<file path="config.mk">
export PLATFORM = sky130hd
export DESIGN_NAME = stereo_router
export DESIGN_NICKNAME = d
export VERILOG_FILES = /design/src/rtl/stereo_router.sv
export SDC_FILE = /design/constraint.sdc
export NUM_CORES = 1
export LEC_CHECK = 0
export ABC_CLOCK_PERIOD_IN_PS = 1250
export CELL_PAD_IN_SITES_DETAIL_PLACEMENT = 0
export CELL_PAD_IN_SITES_GLOBAL_PLACEMENT = 2
export CORE_MARGIN = 8
export CORE_UTILIZATION = 26
export DETAILED_ROUTE_END_ITERATION = 12
export HOLD_SLACK_MARGIN = 0.15
export PLACE_DENSITY_LB_ADDON = 0.1
export SYNTH_ARGS = -nofsm -noshare
export SYNTH_HDL_FRONTEND = slang
export SYNTH_SLANG_ARGS = --single-unit
</file>
<file path="constraint.sdc">
create_clock -name clk -period 1.25 [get_ports clk]
set_clock_uncertainty 0.2 [all_clocks]
set_input_delay 0.25 -clock clk [delete_from_list [all_inputs] [get_ports clk]]
set_output_delay 0.25 -clock clk [all_outputs]
set_load 0.01 [all_outputs]
</file>
<file path="src/rtl/stereo_router.sv">
// stereo_router: routes L/R samples per aural_state (11 stereo, 10 left, 01 right, 00 mute) with per-channel gain ramps when STEREO_ROUTER_RAMP_EN is defined; ports clk, rst, aural_state, new_sample, left_in, right_in -> left_out, right_out, out_valid, settled
module stereo_router #(
  parameter int WIDTH = 16,
  parameter int RAMP_BITS = 4
) (
  input  logic             clk,
  input  logic             rst,
  input  logic [1:0]       aural_state,
  input  logic             new_sample,
  input  logic [WIDTH-1:0] left_in,
  input  logic [WIDTH-1:0] right_in,
  output logic [WIDTH-1:0] left_out,
  output logic [WIDTH-1:0] right_out,
  output logic             out_valid,
  output logic             settled
);
  localparam int P = WIDTH + RAMP_BITS + 2;
  localparam logic [RAMP_BITS:0] GMAX = {1'b1, {RAMP_BITS{1'b0}}};
  logic [RAMP_BITS:0] tl, tr, gl, gr;
  assign tl = aural_state[1] ? GMAX : '0;
  assign tr = aural_state[0] ? GMAX : '0;
  function automatic logic [WIDTH-1:0] scale(input logic [WIDTH-1:0] s, input logic [RAMP_BITS:0] g);
    logic signed [P-1:0] a, b;
    a = P'($signed(s));
    b = P'(g);
    return WIDTH'((a * b) >>> RAMP_BITS);
  endfunction
`ifdef STEREO_ROUTER_RAMP_EN
  typedef enum logic [1:0] {HOLD, UP, DOWN} ramp_t;
  ramp_t sl, sr, sl_n, sr_n;
  logic [RAMP_BITS:0] gl_n, gr_n;
  logic settled_q;
  always_comb begin
    gl_n = (new_sample && sl == UP && gl < GMAX) ? gl + 1'b1 : (new_sample && sl == DOWN && gl != '0) ? gl - 1'b1 : gl;
    gr_n = (new_sample && sr == UP && gr < GMAX) ? gr + 1'b1 : (new_sample && sr == DOWN && gr != '0) ? gr - 1'b1 : gr;
    sl_n = gl_n < tl ? UP : gl_n > tl ? DOWN : HOLD;
    sr_n = gr_n < tr ? UP : gr_n > tr ? DOWN : HOLD;
  end
  always_ff @(posedge clk) begin
    if (rst) begin
      gl <= GMAX;
      gr <= GMAX;
      sl <= HOLD;
      sr <= HOLD;
      settled_q <= 1'b1;
    end else begin
      gl <= gl_n;
      gr <= gr_n;
      sl <= sl_n;
      sr <= sr_n;
      settled_q <= gl_n == tl && gr_n == tr;
    end
  end
  assign settled = settled_q;
`else
  assign gl = tl;
  assign gr = tr;
  assign settled = 1'b1;
`endif
  always_ff @(posedge clk) begin
    if (rst) begin
      left_out <= '0;
      right_out <= '0;
      out_valid <= 1'b0;
    end else begin
      out_valid <= new_sample;
      if (new_sample) begin
        left_out <= scale(left_in, gl);
        right_out <= scale(right_in, gr);
      end
    end
  end
endmodule

</file>
## Word level (Yosys, flattened, before mapping)

Index checks and enable logic that the tools add are counted.

| operators by class | value |
|---|---|
| multiplexer cells | 2 |
| equal/unequal tests | 0 |
| bitwise logic cells | 0 |
| $mul | 2 |
| add/sub/neg operators | 0 |
| order comparisons | 0 |
| divide/modulo/power cells | 0 |
| reduce and logical (&&, ||, !) cells | 0 |
| shift operators | 0 |

Operator list:

| kind | count |
|---|---|
| 16-bit by 6-bit multiplier with 20-bit output | 2 |
| 5-bit 2-to-1 mux | 2 |

| storage, ports and cells | value |
|---|---|
| bits in latches | 0 |
| flip-flop bits (word level) | 33 |
| memory bits (read-only) | 0 |
| memories kept | 0 |
| input bits | 37 |
| output and inout bits | 34 |
| memory bits (writable) | 0 |
| word-level logic and storage cells | 7 |

## Longest topological paths before layout

| depth | value |
|---|---|
| word-level depth | 2 |
| depth in mapped cells | 4 |
| gate-level depth less buffers | 2 |

## Worst setup path before layout

Ideal clock, no wire load.

| timing path | value |
|---|---|
| path kind | input -> register |
| start | in aural_state[1] |
| end | reg left_out[10] |
| required time | 0.984 ns |
| setup time | 0.066 ns |
| stages | 4 |
| buffers on the path | 2 |
| slack | 0.245 ns |
| arrival time | 0.739 ns |
| path through | buf_4 > buf_6 > nand3_2 > a21oi_2 |

| between the ends | value |
|---|---|
| word-level cells in the longest chain between the ends | 2 |

RTL lines:

| element | line | text |
|---|---|---|
| start, declared | 8 | `input logic [1:0] aural_state,` |
| 5-bit 2-to-1 mux | 20 | `assign tl = aural_state[1] ? GMAX : '0;` |
| 16-bit by 6-bit multiplier with 20-bit output | 26 | `return WIDTH'((a * b) >>> RAMP_BITS);` |
| end signal, assigned | 68 | `left_out <= scale(left_in, gl);` |
| end, declared | 12 | `output logic [WIDTH-1:0] left_out,` |

No other way between the ends.
A chain may end at the register's enable or synchronous reset.

## Worst setup path in the final report

| timing path | value |
|---|---|
| start | reg left_out[10] |
| end | out left_out[10] |

No word-level cell between the ends.

==> results.toml <==
[setup_path]
path_class = "reg -> out"
crit_fanout = 2
r2r_cells = 3
worst_path_largest_cell_delay_ps = 350
critical_path_buf_inv_count = 1
crit_arrival_ps = 760
crit_end = "left_out[10]"
cp_num_cells = 1
timing.rr.end = "right_out[1]$_SDFFE_PP0P_"
r2r_start = "right_out[1]$_SDFFE_PP0P_"
slowest_stage = "dfxtp_2"
rrSetupSlack_ps = 370
startpoint_type = "flop"
end_kind = "output port"
crit_start = "left_out[10]$_SDFFE_PP0P_"
required_ps = 800
path_cells = "buf_2"
crit_family = "flip-flops"

[final_layout]
n_antenna_cell = 0
syn2layout_area_growth_pct = 53.2
fill_cells = 678
multi_input_area_sq_um = 935
nets = 274
ff_latch_area_sq_um = 692
final_layout_size_suffix_gt1_frac = 0.727
layout_common_cells = "34 x clkdlybuf4s50_1, 33 x buf_2, 29 x nand3_2, 29 x a21oi_2, 24 x buf_4"
final_util = 0.402
fin_area_sq_um = 2670
layout_commonest_cell = "clkdlybuf4s50_1"

[die]
dieArea_sq_um = 9590
rows = 30
die_h_um = 97.9
coreArea_sq_um = 6640
die_w_um = 97.9
initial_core_util = 0.263
io_pins = 71

[routing]
drt_first_pass_iters = 4
vias = 1360
drt_iter0_drc = 19
wl_um = 4450
viasPerCell = 4.28
wire_per_inst_um = 14.0
ant_nets = 0
drc = 0

[clock_tree]
cts_buffers = 5
clk_pin_slew_ps = 70
cts-htree-levels = 2
clk_latency_ps = 280
cts_tree = "done"
root_buffer = "clkbuf_8"
cts.sinks = 33
cts_buffer_depth = 2

[flow_run]
max_cap_violations = 0

[synth]
synth_warnings = 0
synthDominantCellAreaShare = 0.379
yosys.area_share.simple = 0.379
synth_fa_ha_area_frac = 0
synth_largest_area_cell = "dfxtp_1"
synth-seq-cells = 33
synthXorXnorAreaFrac = 0
syn_area_sq_um = 1740
synth.area.mux_share = 0
syn_inst = 147
yosys-top-cells-area = "dfxtp_1 38%, nand3_2 17%, nand2b_4 16%, a21oi_2 15%, nand2b_1 4.3%"
synth_top_family_by_area = "simple AND/OR/NAND/NOR gates"
ys_seq_area_frac = 0.379
synth_fp_nets = 184
synth-compound-area-share = 0.154
avgSynthCellArea_sq_um = 11.9
synth_cell_types = 14

[timing]
fmax_mhz = 829
final_hold_viol_count = 0
slew_violations = 0
grt_setup_unrepaired = "no"
layout_worst_path_cycle_share = 0.965
period_minus_slack_ps = 1210
setup_violations = 0

[grt]
antenna_found_initial = 0
grt_pass1_vias = 1485
gr-usage-met2 = 0.155
grtUsageMet1 = 0.106
grt_pass1_wl_um = 7370
grt_busiest_layer = "met2"
grt_max_degree = 34
use_met3 = 0.0448
gr-usage-all-layers = 0.0954
grt_overflow_total = 0

[hold_path]
hold_path_class = "in -> reg"
hp-start = "rst"

[pwr]
powerDensity_nw_per_um2 = 997
peakVddDrop_mv = 0.399
power.leakage_nw = 1.10

[run_status]
status = "finished clean"

[placement]
dp_hpwl_um = 3200
gp_congestion = 0.672
portBuffers = 69
dpl_cell_area_sq_um = 2620
cells in the mapped netlist:
cell and instances:
buf_8 3, nor2b_1 1, conb_1 1, a21oi_2 29, dfxtp_1 33, nand2b_4 20, nand3_2 29, buf_2 4
buf_4 3, a21oi_1 3, nand3_1 3, buf_6 5, clkbuf_2 1, nand2b_1 12
per-layer routing:
layer / up-vias / share of wire
met5: - / 0
met4: 0 / 0.014
met3: 6 / 0.087
met2: 41 / 0.49
met1: 642 / 0.41
li1: 671 / -
stage by stage:
step	hold slack [ps]	setup slack (ps)	std cells	total power [W]	setup TNS, ps
finish	177	43.8	318	0.00266	0
floorplan	200	245	147	0.00140	0
CTS	180	11.0	317	0.00271	0
detailed placement	263	-197	302	0.00166	-8180
global route	190	4.05	318	0.00279	0
global placement	258	-178	302	0.00166	-7750
cell type report:
type                       count  area share
clock buffer                   7      0.0323
multi-input combinational     98       0.350
clock inverter                 1      0.0112
tap                           80      0.0375
sequential                    33       0.259
timing repair buffer          99       0.310
worst min path at each step:
stage                                       to  slack (ps)  cells after the start
detailed placement   left_out[15]$_SDFFE_PP0P_         260                      2
global route         left_out[14]$_SDFFE_PP0P_         190                      3
global placement     left_out[15]$_SDFFE_PP0P_         260                      2
CTS                  left_out[11]$_SDFFE_PP0P_         180                      3
finish              right_out[10]$_SDFFE_PP0P_         180                      3
floorplan            left_out[12]$_SDFFE_PP0P_         200                      2
what timing repair did:
item,CTS,global route
hold buffers,0,0
endpoints found under the hold margin,0,0
gates resized for setup,150,9
endpoints found under the setup margin,33,7
buffers inserted,7,1
kinds of logic (layout without fill, tap and decap cells):
family / count (synthesis) / count (layout)
DFF: 33 / 33
buffers and inverters: 16 / 107
AOI/OAI and AO/OA: 32 / 32
and+or+nand+nor: 65 / 65
other: 1 / 1
report_power, final:
part	switching [W]	internal, W	total, W
clock	0.000398	0.000650	0.00105
sequential	0.0000207	0.00110	0.00112
combinational	0.000212	0.000287	0.000499
total	0.000631	0.00203	0.00266
registers in the layout, indices dropped and copies added (netlist names):
signal,cells
left_out,16
right_out,16
out_valid,1
Note: power is estimated with default switching activity, not from simulation.
